`src/rtl/memctrl_pkg.sv`:
```
// memctrl_pkg: shared constants for the AVR data-space router.
//   - I/O port addresses decoded below the banked window
//   - bit positions of the keyboard status register
//   - PS/2 prefix bytes
//   - keyboard FIFO entry width
// Optional feature macro: MEMCTRL_KB_EXT_EN (E0 extended-code prefix tracking).
package memctrl_pkg;

    localparam logic [15:0] ADDR_BANK     = 16'h0020;
    localparam logic [15:0] ADDR_KB_DATA  = 16'h0021;
    localparam logic [15:0] ADDR_KB_STAT  = 16'h0022;
    localparam logic [15:0] ADDR_KB_COUNT = 16'h0023;
    localparam logic [15:0] ADDR_CUR_X    = 16'h002C;
    localparam logic [15:0] ADDR_CUR_Y    = 16'h002D;

    localparam int ST_NEMPTY = 0;
    localparam int ST_FULL   = 1;
    localparam int ST_OVF    = 2;
    localparam int ST_REL    = 3;
    localparam int ST_EXT    = 4;

    localparam logic [7:0] PS2_REL_PREFIX = 8'hF0;
    localparam logic [7:0] PS2_EXT_PREFIX = 8'hE0;

    // Entry layout is {[ext,] release, code[7:0]}.
    localparam int ENT_REL = 8;
    localparam int ENT_EXT = 9;

`ifdef MEMCTRL_KB_EXT_EN
    localparam bit KB_EXT_EN = 1'b1;
`else
    localparam bit KB_EXT_EN = 1'b0;
`endif

    function automatic int kb_entry_w(input bit ext_en);
        return ext_en ? 10 : 9;
    endfunction

    localparam int KB_ENTRY_W = kb_entry_w(KB_EXT_EN);

endpackage

```
`src/rtl/memctrl_fifo_kb_fifo.sv`:
```
// kb_fifo: synchronous FIFO for keyboard entries.
// Ports:
//   clock, reset_n      clock and asynchronous active-low reset
//   push, pop, flush    requests; flush has priority over push/pop
//   wdata               entry written on push
//   head                entry at the read pointer (valid when !empty)
//   count, full, empty  occupancy (count ranges 0..DEPTH)
// A push while full is accepted only when a pop happens in the same cycle.
module kb_fifo #(
    parameter int DEPTH = 8,
    parameter int AW    = 3,
    parameter int W     = 9
) (
    input  logic          clock,
    input  logic          reset_n,
    input  logic          push,
    input  logic          pop,
    input  logic          flush,
    input  logic [W-1:0]  wdata,
    output logic [W-1:0]  head,
    output logic [AW:0]   count,
    output logic          full,
    output logic          empty
);

    logic [W-1:0]  mem [DEPTH];
    logic [AW-1:0] rd_ptr;
    logic [AW-1:0] wr_ptr;
    logic          do_push;
    logic          do_pop;

    assign empty   = (count == '0);
    assign full    = (count == (AW+1)'(DEPTH));
    assign do_pop  = pop && !empty;
    // When full, the slot being written is the one the pop frees this edge.
    assign do_push = push && (!full || do_pop);
    assign head    = mem[rd_ptr];

    always_ff @(posedge clock or negedge reset_n) begin
        if (!reset_n) begin
            rd_ptr <= '0;
            wr_ptr <= '0;
            count  <= '0;
        end else if (flush) begin
            rd_ptr <= '0;
            wr_ptr <= '0;
            count  <= '0;
        end else begin
            if (do_push) wr_ptr <= wr_ptr + AW'(1);
            if (do_pop)  rd_ptr <= rd_ptr + AW'(1);
            count <= count + (AW+1)'(do_push) - (AW+1)'(do_pop);
        end
    end

    always_ff @(posedge clock) begin
        if (do_push && !flush) mem[wr_ptr] <= wdata;
    end

endmodule

```
`src/rtl/memctrl_fifo.sv`:
```
// memctrl_fifo: AVR data-space router, bank/cursor registers and PS/2 FIFO.
// Ports:
//   clock, reset_n                    clock, asynchronous active-low reset
//   address, wren, rden, data_o       AVR data bus (data_o = write data)
//   data_i                            combinational read data to the AVR
//   data_o_sram, data_w_sram          SRAM read data / write enable
//   data_o_ch, data_w_ch              banked channel read data / write enables
//   bank, cursor_x, cursor_y          port registers
//   ps2_data, ps2_hit                 received PS/2 byte and its strobe
//   kb_irq                            FIFO not empty, lagging count by one cycle
// Optional feature macro: MEMCTRL_KB_EXT_EN (E0 sets an ext flag on the next code).
module memctrl_fifo
    import memctrl_pkg::*;
#(
    parameter int          CH_N     = 2,
    parameter logic [15:0] WIN_BASE = 16'hF000,
    parameter int          KB_DEPTH = 8,
    parameter int          KB_AW    = 3
) (
    input  logic              clock,
    input  logic              reset_n,
    input  logic [15:0]       address,
    input  logic              wren,
    input  logic              rden,
    input  logic [7:0]        data_o,
    output logic [7:0]        data_i,
    input  logic [7:0]        data_o_sram,
    output logic              data_w_sram,
    input  logic [8*CH_N-1:0] data_o_ch,
    output logic [CH_N-1:0]   data_w_ch,
    output logic [7:0]        bank,
    output logic [7:0]        cursor_x,
    output logic [7:0]        cursor_y,
    input  logic [7:0]        ps2_data,
    input  logic              ps2_hit,
    output logic              kb_irq
);

    logic [KB_ENTRY_W-1:0] kb_head;
    logic [KB_ENTRY_W-1:0] kb_wdata;
    logic [KB_AW:0]        kb_count;
    logic                  kb_full;
    logic                  kb_empty;
    logic                  kb_push;
    logic                  kb_pop;
    logic                  kb_flush;
    logic                  is_rel;
    logic                  is_ext;
    logic                  is_code;
    logic                  ovf_event;
    logic                  rel_pre;
    logic                  overflow;
    logic                  head_ext;
    logic                  head_rel;
    logic [7:0]            status;

    assign is_rel    = ps2_hit && (ps2_data == PS2_REL_PREFIX);
    assign is_code   = ps2_hit && !is_rel && !is_ext;
    assign kb_pop    = rden && (address == ADDR_KB_DATA);
    assign kb_flush  = wren && (address == ADDR_KB_COUNT);
    // A flush in the same cycle swallows the push silently (no overflow).
    assign kb_push   = is_code && !kb_flush;
    assign ovf_event = kb_push && kb_full && !(kb_pop && !kb_empty);
    assign head_rel  = !kb_empty && kb_head[ENT_REL];

`ifdef MEMCTRL_KB_EXT_EN
    logic ext_pre;

    assign is_ext   = ps2_hit && (ps2_data == PS2_EXT_PREFIX);
    assign kb_wdata = {ext_pre, rel_pre, ps2_data};
    assign head_ext = !kb_empty && kb_head[ENT_EXT];

    always_ff @(posedge clock or negedge reset_n) begin
        if (!reset_n)     ext_pre <= 1'b0;
        else if (is_ext)  ext_pre <= 1'b1;
        else if (is_code) ext_pre <= 1'b0;
    end
`else
    assign is_ext   = 1'b0;
    assign kb_wdata = {rel_pre, ps2_data};
    assign head_ext = 1'b0;
`endif

    kb_fifo #(
        .DEPTH (KB_DEPTH),
        .AW    (KB_AW),
        .W     (KB_ENTRY_W)
    ) u_kb_fifo (
        .clock   (clock),
        .reset_n (reset_n),
        .push    (kb_push),
        .pop     (kb_pop),
        .flush   (kb_flush),
        .wdata   (kb_wdata),
        .head    (kb_head),
        .count   (kb_count),
        .full    (kb_full),
        .empty   (kb_empty)
    );

    always_ff @(posedge clock or negedge reset_n) begin
        if (!reset_n) begin
            bank     <= '0;
            cursor_x <= '0;
            cursor_y <= '0;
            overflow <= 1'b0;
            rel_pre  <= 1'b0;
            kb_irq   <= 1'b0;
        end else begin
            if (wren) begin
                case (address)
                    ADDR_BANK:  bank     <= data_o;
                    ADDR_CUR_X: cursor_x <= data_o;
                    ADDR_CUR_Y: cursor_y <= data_o;
                    default: ;
                endcase
            end
            // A new overflow in the clearing cycle is kept, not lost.
            if (wren && (address == ADDR_KB_STAT) && data_o[ST_OVF]) overflow <= 1'b0;
            if (ovf_event) overflow <= 1'b1;
            if (is_rel)       rel_pre <= 1'b1;
            else if (is_code) rel_pre <= 1'b0;
            kb_irq <= (kb_count != '0);
        end
    end

    always_comb begin
        status            = '0;
        status[ST_NEMPTY] = !kb_empty;
        status[ST_FULL]   = kb_full;
        status[ST_OVF]    = overflow;
        status[ST_REL]    = head_rel;
        status[ST_EXT]    = head_ext;
    end

    always_comb begin
        data_i      = data_o_sram;
        data_w_sram = wren;
        data_w_ch   = '0;
        if (address >= WIN_BASE) begin
            data_w_sram = 1'b0;
            data_i      = 8'hFF;
            // bank values 2k+2 / 2k+3 select channel k
            for (int k = 0; k < CH_N; k++) begin
                if (bank[7:1] == 7'(k + 1)) begin
                    data_w_ch[k] = wren;
                    data_i       = data_o_ch[8*k +: 8];
                end
            end
        end else begin
            case (address)
                ADDR_BANK:     data_i = bank;
                ADDR_KB_DATA:  data_i = kb_empty ? 8'h00 : kb_head[7:0];
                ADDR_KB_STAT:  data_i = status;
                ADDR_KB_COUNT: data_i = 8'(kb_count);
                ADDR_CUR_X:    data_i = cursor_x;
                ADDR_CUR_Y:    data_i = cursor_y;
                default: ;
            endcase
        end
    end

endmodule

```
`config.mk`:
```
export PLATFORM = sky130hd
export DESIGN_NAME = memctrl_fifo
export DESIGN_NICKNAME = d
export VERILOG_FILES = /design/src/rtl/memctrl_pkg.sv /design/src/rtl/memctrl_fifo_kb_fifo.sv /design/src/rtl/memctrl_fifo.sv
export SDC_FILE = /design/constraint.sdc
export NUM_CORES = 1
export LEC_CHECK = 0
export BUFFER_PORTS_ARGS = -buffer_cell sky130_fd_sc_hd__buf_2
export CORE_MARGIN = 2
export CORE_UTILIZATION = 25
export CTS_BUF_LIST = sky130_fd_sc_hd__clkbuf_16
export DETAILED_ROUTE_END_ITERATION = 7
export GPL_TIMING_DRIVEN = 0
export HOLD_SLACK_MARGIN = 0.02
export PLACE_DENSITY_LB_ADDON = 0.05
export SLEW_MARGIN = 20
export SYNTH_ARGS = -nofsm -noshare
export SYNTH_HDL_FRONTEND = slang
export SYNTH_SLANG_ARGS = --single-unit
```
`constraint.sdc`:
```
create_clock -name clock -period 2.9 [get_ports clock]
set_input_delay 0.29 -clock clock [delete_from_list [all_inputs] [get_ports clock]]
set_output_delay 0.29 -clock clock [all_outputs]
set_load 0.05 [all_outputs]
```
Yosys cells after proc, flatten, opt, wreduce, memory -nomap -nowiden:

Memories as Yosys holds them, arrays and structs flattened.
Cells that the tools add are included.

* register bits: 37
* bits in writable memories: 72
* memories: 1

* $add $sub $neg: 4
* magnitude comparators: 1
* equal/unequal tests: 10
* multiplexer cells: 20
* reductions and logical operators: 28

Memory list
* u_kb_fifo.mem: depth 8, width 9, rd ports 1, clocked after Yosys merged registers in 0, wr ports 1, RTL line memctrl_fifo_kb_fifo.sv:26 `logic [W-1:0] mem [DEPTH];`

Operators by type and width (number)
* 16-bit by 6-bit equality test with 1-bit output, second input constant: 6
* 8-bit one-hot mux with 6 select lines: 1
* 8-bit 2-to-1 mux: 4
* 16-bit greater-or-equal comparator, second input constant: 1
* 1-bit logical AND: 13
* 3-bit 2-to-1 mux: 4
* 1-bit 2-to-1 mux: 9
* 8-bit equality test, second input constant: 1
* 2-bit nonzero test: 4
* 7-bit by 1-bit equality test with 1-bit output, second input constant: 1
* 7-bit by 2-bit equality test with 1-bit output, second input constant: 1
* 3-bit by 1-bit adder with 3-bit output, second input constant: 2
* 2-bit AND reduction: 3
* 1-bit logical NOT: 5
* 4-bit by 1-bit adder with 4-bit output: 1
* 4-bit equality test, second input constant: 1
* 4-bit logical NOT: 1
* 4-bit 2-to-1 mux: 1
* 4-bit nonzero test: 1
* 4-bit by 1-bit subtractor with 4-bit output: 1
* 2-bit 2-to-1 mux: 1
* 1-bit logical OR: 1

Depth between registers and ports, before layout:

Gate-level depths: netlist of run 1.

* depth after elaboration: 9
* depth in mapped cells: 13
* depth with buffers taken out: 12

Hierarchy:

From an unflattened synthesis of run 1, not the netlist that was laid out.

* cell total of the unflattened synthesis: 367
* area, all modules: 5411.4 µm²

Modules (own cells, without submodules)
* kb_fifo: times used 1, cells an instance 192, area an instance 3543.4 µm², sequential area each 2412.3 µm²
* memctrl_fifo: times used 1, cells an instance 175, area an instance 1868.0 µm², sequential area each 675.6 µm²

Worst setup path before layout of run 1:

Ideal clock, no wire load.

* path type: input-to-output
* start: in address[4]
* end: out data_i[1]
* data arrival time: 2.696 ns
* setup slack: -0.086 ns
* cell stages on the path: 5
* buffers on the path: 0
* path through: nor4b_2 > nand4_1 > nor2_1 > nand2_1 > a221oi_1

* longest elaborated chain between the ends: 3
* elaborated cells on any way between the ends: 9
* classes of those cells: order compare (1); eq/ne (6); mux (2)

Ends and longest elaborated chain
* start: declaration: RTL line memctrl_fifo.sv:22 `input logic [15:0] address,`
* parallel branches: the longest is 2 deep, another holds 16-bit greater-or-equal comparator
* 8-bit 2-to-1 mux (*): RTL line memctrl_fifo.sv:140 `if (address >= WIN_BASE) begin`
* end: declaration: RTL line memctrl_fifo.sv:26 `output logic [7:0] data_i,`

Mark *: on every way between the ends.

Final worst setup path of run 1:

* start: reg u_kb_fifo.count[2]
* end: out data_i[6]

* longest elaborated chain between the ends: 4

Ends and longest elaborated chain
* start: declaration: RTL line memctrl_fifo_kb_fifo.sv:21 `output logic [AW:0] count,`
* start signal: assignment: RTL line memctrl_fifo_kb_fifo.sv:51 `count <= count + (AW+1)'(do_push) - (AW+1)'(do_pop);`
* 4-bit logical NOT: RTL line memctrl_fifo_kb_fifo.sv:32 `assign empty = (count == '0);`
* 8-bit 2-to-1 mux: RTL line memctrl_fifo.sv:153 `ADDR_KB_DATA: data_i = kb_empty ? 8'h00 : kb_head[7:0];`
* 8-bit one-hot mux with 6 select lines: RTL line memctrl_fifo.sv:151 `case (address)`
* 8-bit 2-to-1 mux: RTL line memctrl_fifo.sv:140

Every way passes these cells.

==> summary.txt, run 1 <==
Worst setup path
  – CP delay by family, top: simple AND/OR/NAND/NOR gates
  – Crit path cell chain: inv_1 > ha_1 > or3b_2 > nand3_2 > nor2_4 > a221oi_1 > a32oi_1 > buf_2
  – CP arrival: 2.51 ns
  – Startpoint Class: register
  – End point of the critical path: data_i[6]
  – Crit Path Category: reg -> out
  – Req. time, crit path: 2.61 ns
  – Critical path buffers and inverters: 2
  – Crit path launch: u_kb_fifo.count[2]
  – R2R Setup Slk: 0.11 ns
  – Max FO, Critical Path: 7
  – CP max stage delay: 0.54 ns
  – CP max-delay cell: or3b_2
  – Total stage count of the critical path: 8
  – RR Startpoint: u_kb_fifo.count[2]
  – R2R Path End: u_kb_fifo.count[2]
  – Worst Reg-to-Reg Cells: 11
  – Worst Setup End Kind: output port

Placement
  – Detailed-placement wirelength estimate: 10700 um
  – Routability cong.: 0.750
  – Placed Cells: 718
  – DP Worst Slack: -0.631 ns
  – Port buffer count: 95

GRT
  – Initial antenna violation count: 0
  – Vias in the first global route: 3636
  – First-pass GRT wire length: 23000 um
  – GRT Total Usage: 0.144
  – Largest net degree at the start of global routing: 38
  – Gr ovfl total: 0

Synth
  – Synth top area share: 0.426
  – Post-synthesis sequential area ratio: 0.609
  – Adder-Cell Fraction of Synth Area: 0.0237
  – Synthesis Warnings: 0
  – Async SR Flop Fraction: 0.339
  – Flop and latch count out of synthesis: 109
  – Netlist cell types: 50
  – Most common cell in the netlist: edfxtp_1
  – Synth area leaders: edfxtp_1, dfrtp_1, mux2_2
  – Number of synthesized flops with an enable pin: 72
  – Synth Instances: 351
  – Synthesized Nets: 421
  – Mean Syn Cell Area: 14.5 um^2
  – Compound-Gate Fraction of Synth Area: 0.0671
  – Simple-gate share of the synthesized area: 0.113
  – Xor and xnor area share after synthesis: 0.00863
  – Post-synthesis mux area share: 0.160
  – Synthesized area: 0.00507 mm^2
  – Largest family of logic cells by synthesized area: multiplexers
  – Area leader, netlist: edfxtp_1
  – Synth Flop Type: edfxtp_1
  – Top post-synthesis cells by count: edfxtp_1, dfrtp_1, mux2_2

Clock tree
  – Clock-pin slew on the worst setup and hold paths: 0.07 ns
  – H-tree levels: 3
  – Clock latency at the later pin of the worst-skew pair: 0.36 ns
  – CTS tree: done
  – Root buffer cell: clkbuf_16
  – Sink Count: 109
  – Hold_buf cts: 0
  – Cts bufs inserted: 9
  – CTS max path bufs: 2

Die
  – Floorplan core area: 0.0201 mm^2
  – Die height: 146 um
  – Die W: 146 um
  – Effective utilization at floorplan: 0.252
  – Die ar.: 0.0214 mm^2
  – Std cell rows: 52
  – # IOs: 97

STA
  – Fin. max-slew vios: 0
  – Final setup fails: 0
  – Slew @ Worst Pin: 0.926 ns
  – Achievable frequency: 0.357 GHz
  – Hold Violations, Final: 0
  – Final setup skew: 0.00564 ns
  – RSZ-0062 raised after global routing: true
  – Clock period minus worst slack: 2.80 ns
  – PnR worst setup slack: 0.0952 ns
  – Hold WS: 0.0686 ns
  – Final setup TNS: 0 ns
  – Fin crit share: 0.967
  – Max-slew headroom: 0.382

Detailed routing
  – Initial DRC count: 118
  – DR pass1 iterations: 4
  – DRT antenna net count: 0
  – Total Routed Length: 14700 um
  – Vias: 3454
  – Met3 wire length: 640 um
  – Highest routed layer: met4
  – Metal2 WL: 6880 um
  – DR WL/cell: 20.0 um
  – DR DRC count: 0
  – Metal-1 WL: 7020 um
  – DR vias/cell: 4.68

Layout
  – Number of diodes: 0
  – Synthesis-to-finish area growth: 26.4%
  – Register area: 0.00309 mm^2
  – Post-Layout Cell Count: 738
  – Share of cells above drive strength 1: 0.434
  – Multi-input logic area: 0.00203 mm^2
  – Nets: 533
  – Fill count: 2026

Pwr
  – Power per standard cell area: 627 mW/mm^2
  – Clk network pwr share: 0.301
  – Switching fraction of total power: 0.301
  – NetSw: 1210 uW
  – Flop pwr share: 0.493
  – Lkg Pwr: 0.00248 uW
  – VDD IR max: 0.000270 V
  – Int Power: 2810 uW
  – Logic pwr share: 0.205
  – Total Power Consumption: 4020 uW

Min path
  – HP Class: in -> async

Job
  – Maxcap violations: 0

Outcome
  – Outcome: finished, final reports clean
==> worst min path at each step <==
stage / start / endpoint / cells after the start
2_1_floorplan: reset_n / bank[0] / 0
3_3_place_gp: reset_n / u_kb_fifo.count[3] / 1
3_5_place_dp: reset_n / u_kb_fifo.count[1] / 1
4_1_cts: reset_n / cursor_y[0] / 1
5_1_grt: reset_n / cursor_y[0] / 1
6_report: reset_n / cursor_y[0] / 1
==> state kept, by name, summed over array words and instances (netlist names) <==
| name | cells |
|---|---|
| cursor_x | 8 |
| u_kb_fifo.mem | 72 |
| cursor_y | 8 |
| u_kb_fifo.wr_ptr | 3 |
| rel_pre | 1 |
| u_kb_fifo.rd_ptr | 3 |
| bank | 8 |
| overflow | 1 |
| u_kb_fifo.count | 4 |
| kb_irq | 1 |
==> final cells by class <==
type,instances,area share
Sequential cell,109,0.482
Multi-Input combinational cell,218,0.317
Timing Repair Buffer,102,0.0861
Tap cell,270,0.0527
Clock buffer,9,0.0351
Buffer,12,0.0115
Clock inverter,7,0.00937
Inverter,11,0.00644
==> per-stage QoR <==
stage / utilization / cell area, um^2
after floorplan: - / 5080
after global placement: 0.293 / 5890
after detailed placement: 0.295 / 5930
after CTS: 0.315 / 6340
after global routing: 0.319 / 6410
final: 0.319 / 6410
==> cell usage in the layout, fill, tap and decap left out, types with 8 or more instances in the layout <==
master,Yosys,layout
buf_2,1,92
buf_4,0,8
clkbuf_16,0,9
dfrtp_1,37,36
edfxtp_1,72,72
ha_1,8,8
inv_1,11,12
mux2_2,34,34
mux4_2,16,16
nand2_1,18,18
nand4_1,8,8
nor2_1,29,20
o22ai_1,9,9
==> power groups by stage <==
stage / sequential, uW / combinational [uW] / clock (uW)
final: 1980 / 825 / 1210
after global routing: 2010 / 921 / 1310
after CTS: 1980 / 834 / 1260
after detailed placement: 2010 / 770 / 0
after global placement: 2000 / 740 / 0
after floorplan: 1990 / 480 / 0
==> routing by layer <==
layer	global-route usage	vias to the layer above
li1	-	1617
met1	0.197	1728
met2	0.233	97
met3	0.0253	12
met4	0.0451	0
met5	0	-
==> cells by family (layout without fill, tap and decap cells) <==
group	after synthesis	after routing
DFF	109	109
and+or+nand+nor	100	100
muxes	57	57
AOI/OAI and AO/OA	47	47
buffers and inverters	24	141
adders and majority gates	9	9
xor gates and xnor gates	5	5
==> timing repair <==
| action | in CTS | in global routing |
|---|---|---|
| endpoints found under the setup margin | 85 | 65 |
| buffers inserted | 3 | 2 |
| pin swaps | 3 | 2 |
| resized for setup | 26 | 15 |
Power figures use the tool's default switching activity.
==> run 2: changes to the inputs <==
--- a/config.mk
+++ b/config.mk
@@ -5,7 +5,7 @@
 export SDC_FILE = /design/constraint.sdc
 export NUM_CORES = 1
 export LEC_CHECK = 0
-export BUFFER_PORTS_ARGS = -buffer_cell sky130_fd_sc_hd__buf_2
+export BUFFER_PORTS_ARGS = -buffer_cell sky130_fd_sc_hd__buf_4
 export CORE_MARGIN = 2
 export CORE_UTILIZATION = 25
 export CTS_BUF_LIST = sky130_fd_sc_hd__clkbuf_16
==> run 2 against run 1 <==
Utilization up 1.1 points. Wire length rose by 1.8%. Maximum frequency up 0.25%. Non-clock buffer count unchanged. Cell area rose by 3.3%. Critical path depth fell by 1. Global-route usage increased by 0.18 points. Sequential share of layout area shrank 1.6 points. Clock power barely moved. Via count rose by 0.17%. Sequential cell count stayed put. Largest power group unchanged.
==> summary.txt, run 2 (synthesis gave the netlist of run 1 again) <==
GRT
  – Vias in the first global route: 3683 (+1.3%)
  – Gr ovfl total: 0 (unchanged)
  – GRT Total Usage: 0.146 (+0.00181)
  – Initial antenna violation count: 0 (unchanged)
  – First-pass GRT wire length: 23300 um (+1.3%)
  – Largest net degree at the start of global routing: 38 (unchanged)

Pwr
  – Power per standard cell area: 612 mW/mm^2 (-2.4%)
  – Lkg Pwr: 0.00252 uW (+1.9%)
  – VDD IR max: 0.000292 V (+8.0%)

STA
  – PnR worst setup slack: 0.102 ns (+0.00713 ns)
  – RSZ-0062 raised after global routing: true
  – Final setup skew: 0.00826 ns (+0.00262 ns)
  – Final setup TNS: 0 ns (unchanged)
  – Final setup fails: 0 (unchanged)
  – Max-slew headroom: 0.396 (+0.0139)
  – Fin crit share: 0.965 (-0.00246)
  – Slew @ Worst Pin: 0.905 ns (-0.0217 ns)
  – Achievable frequency: 0.357 GHz (+0.25%)
  – Hold Violations, Final: 0 (unchanged)
  – Fin. max-slew vios: 0 (unchanged)
  – Clock period minus worst slack: 2.80 ns (-0.00713 ns)

Placement
  – Routability cong.: 0.767 (+2.3%)
  – Port buffer count: 95 (unchanged)
  – Detailed-placement wirelength estimate: 10900 um (+2.1%)
  – Area after DPL: 0.00618 mm^2 (+4.2%)
  – DP Worst Slack: -0.548 ns (+0.0826 ns)

Min path
  – HP Class: in -> reg

Layout
  – Number of diodes: 0 (unchanged)
  – Layout Utilization: 0.329 (+0.0106)
  – Nets: 533 (unchanged)
  – Largest register by flop count: u_kb_fifo.mem
  – Finished Cell Area: 0.00662 mm^2 (+3.3%)
  – Share of cells above drive strength 1: 0.432 (-0.00214)
  – Synthesis-to-finish area growth: 30.6%
  – Most frequent cells in the layout: buf_4, edfxtp_1, dfrtp_1
  – Max reg flops: 72 (unchanged)
  – Most common cell after layout, fill and taps aside: buf_4

Worst setup path
  – Crit Path Category: reg -> out
  – Max FO, Critical Path: 10 (+3)
  – Req. time, crit path: 2.61 ns (about the same)
  – CP max-delay cell: mux4_2
  – Crit path cell chain: buf_4 > mux4_2 > mux2i_2 > nor3_1 > a41oi_1 > a31oi_1 > buf_4
  – Worst Setup End Kind: output port
  – Critical Path Most Common Cell: buf_4
  – CP max stage delay: 0.54 ns (about the same)
  – CP arrival: 2.51 ns (about the same)
  – Startpoint Class: register
  – R2R Setup Slk: 0.18 ns (+0.07 ns)

Die
  – # IOs: 97 (unchanged)
  – Die height: 146 um (unchanged)
  – Die W: 146 um (unchanged)
  – Effective utilization at floorplan: 0.252 (unchanged)
  – Std cell rows: 52 (unchanged)
  – Floorplan core area: 0.0201 mm^2 (unchanged)
  – Die ar.: 0.0214 mm^2 (unchanged)

Clock tree
  – Cts bufs inserted: 9 (unchanged)
  – Clock latency at the later pin of the worst-skew pair: 0.36 ns (about the same)
  – Clock-pin slew on the worst setup and hold paths: 0.08 ns (about the same)
  – H-tree levels: 3 (unchanged)
  – Root buffer cell: clkbuf_16
  – Sink Count: 109 (unchanged)
  – CTS tree: done
  – CTS max path bufs: 2 (unchanged)

Detailed routing
  – DR DRC count: 0 (unchanged)
  – Initial DRC count: 186 (+58%)
  – Vias: 3460 (+0.17%)
  – DR vias/cell: 4.69 (+0.17%)
  – DR pass1 iterations: 4 (unchanged)
  – Total Routed Length: 15000 um (+1.8%)
  – DRT antenna net count: 0 (unchanged)
  – DR WL/cell: 20.3 um (+1.8%)

Job
  – Maxcap violations: 0 (unchanged)

Outcome
  – Outcome: finished, final reports clean
## run 2: cell count changes in the layout (fill, tap and decap cells not counted), moves of 2 or more
cell    change
buf_12      -2
buf_2      -92
buf_4      +92
inv_6       -2
inv_8       +2
nor3_2      +2
nor3_4      -2
or3b_4      +2
## run 2: routing by layer
metal | part of all wire | GRT usage | vias up
met5 | 0 | 0 | -
li1 | - | - | 1604
met2 | 0.46 | 0.233 | 106
met4 | 0.014 | 0.0447 | 0
met3 | 0.042 | 0.0269 | 16
met1 | 0.48 | 0.202 | 1734
## run 2: power by group
part           total (uW)  internal, uW  switching, uW
combinational         838           353            485
clock                1230           605            625
sequential           1980          1880            104
## run 2: timing repair
item | in CTS | in global routing
endpoints found under the hold margin | 37 | 0
hold buffers | 1 | 0
setup buffers | 3 | 0
gates resized for setup | 21 | 14
setup endpoints to repair | 85 | 38
pin swaps | 1 | 0
## run 2: stage by stage
stage               total power (uW)  instances  hold slack (ns)
finish                          4050        738            0.181
global route                    4290        738            0.179
detailed placement              2820        719            0.316
global placement                2770        716            0.319
CTS                             4100        738            0.169
floorplan                       2470        351         -0.00559
## run 2: cell type report
type                            count  area (um^2)
Inverter                           11         41.3
Clock inverter                      7         67.6
Clock buffer                        9          225
Tap cell                          270          338
Fill cell                        2030        13500
Buffer                             12         68.8
Multi-Input combinational cell    218         2020
Timing Repair Buffer              102          776
Sequential cell                   109         3090
## run 2: worst max-delay path, delay by kind of cell, from the launching register on
| kind | cells | cell delay, ns |
|---|---|---|
| mux | 2 | 0.76 |
| compound gates | 2 | 0.44 |
| buf+inv | 2 | 0.44 |
| flops | 1 | 0.43 |
| simple gates | 1 | 0.07 |
## run 2: path summary, 6_finish.rpt
check                               startpoint                   to  cells past startpoint
min in group asynchronous              reset_n          cursor_x[0]                      2
hold reg to reg                    cursor_x[6]          cursor_x[6]                      1
max in group asynchronous              reset_n  u_kb_fifo.rd_ptr[1]                      2
setup reg to reg            u_kb_fifo.count[2]  u_kb_fifo.mem[7][8]                      7
hold / removal                     ps2_data[4]  u_kb_fifo.mem[7][4]                      1
setup / recovery           u_kb_fifo.rd_ptr[1]            data_i[3]                      7
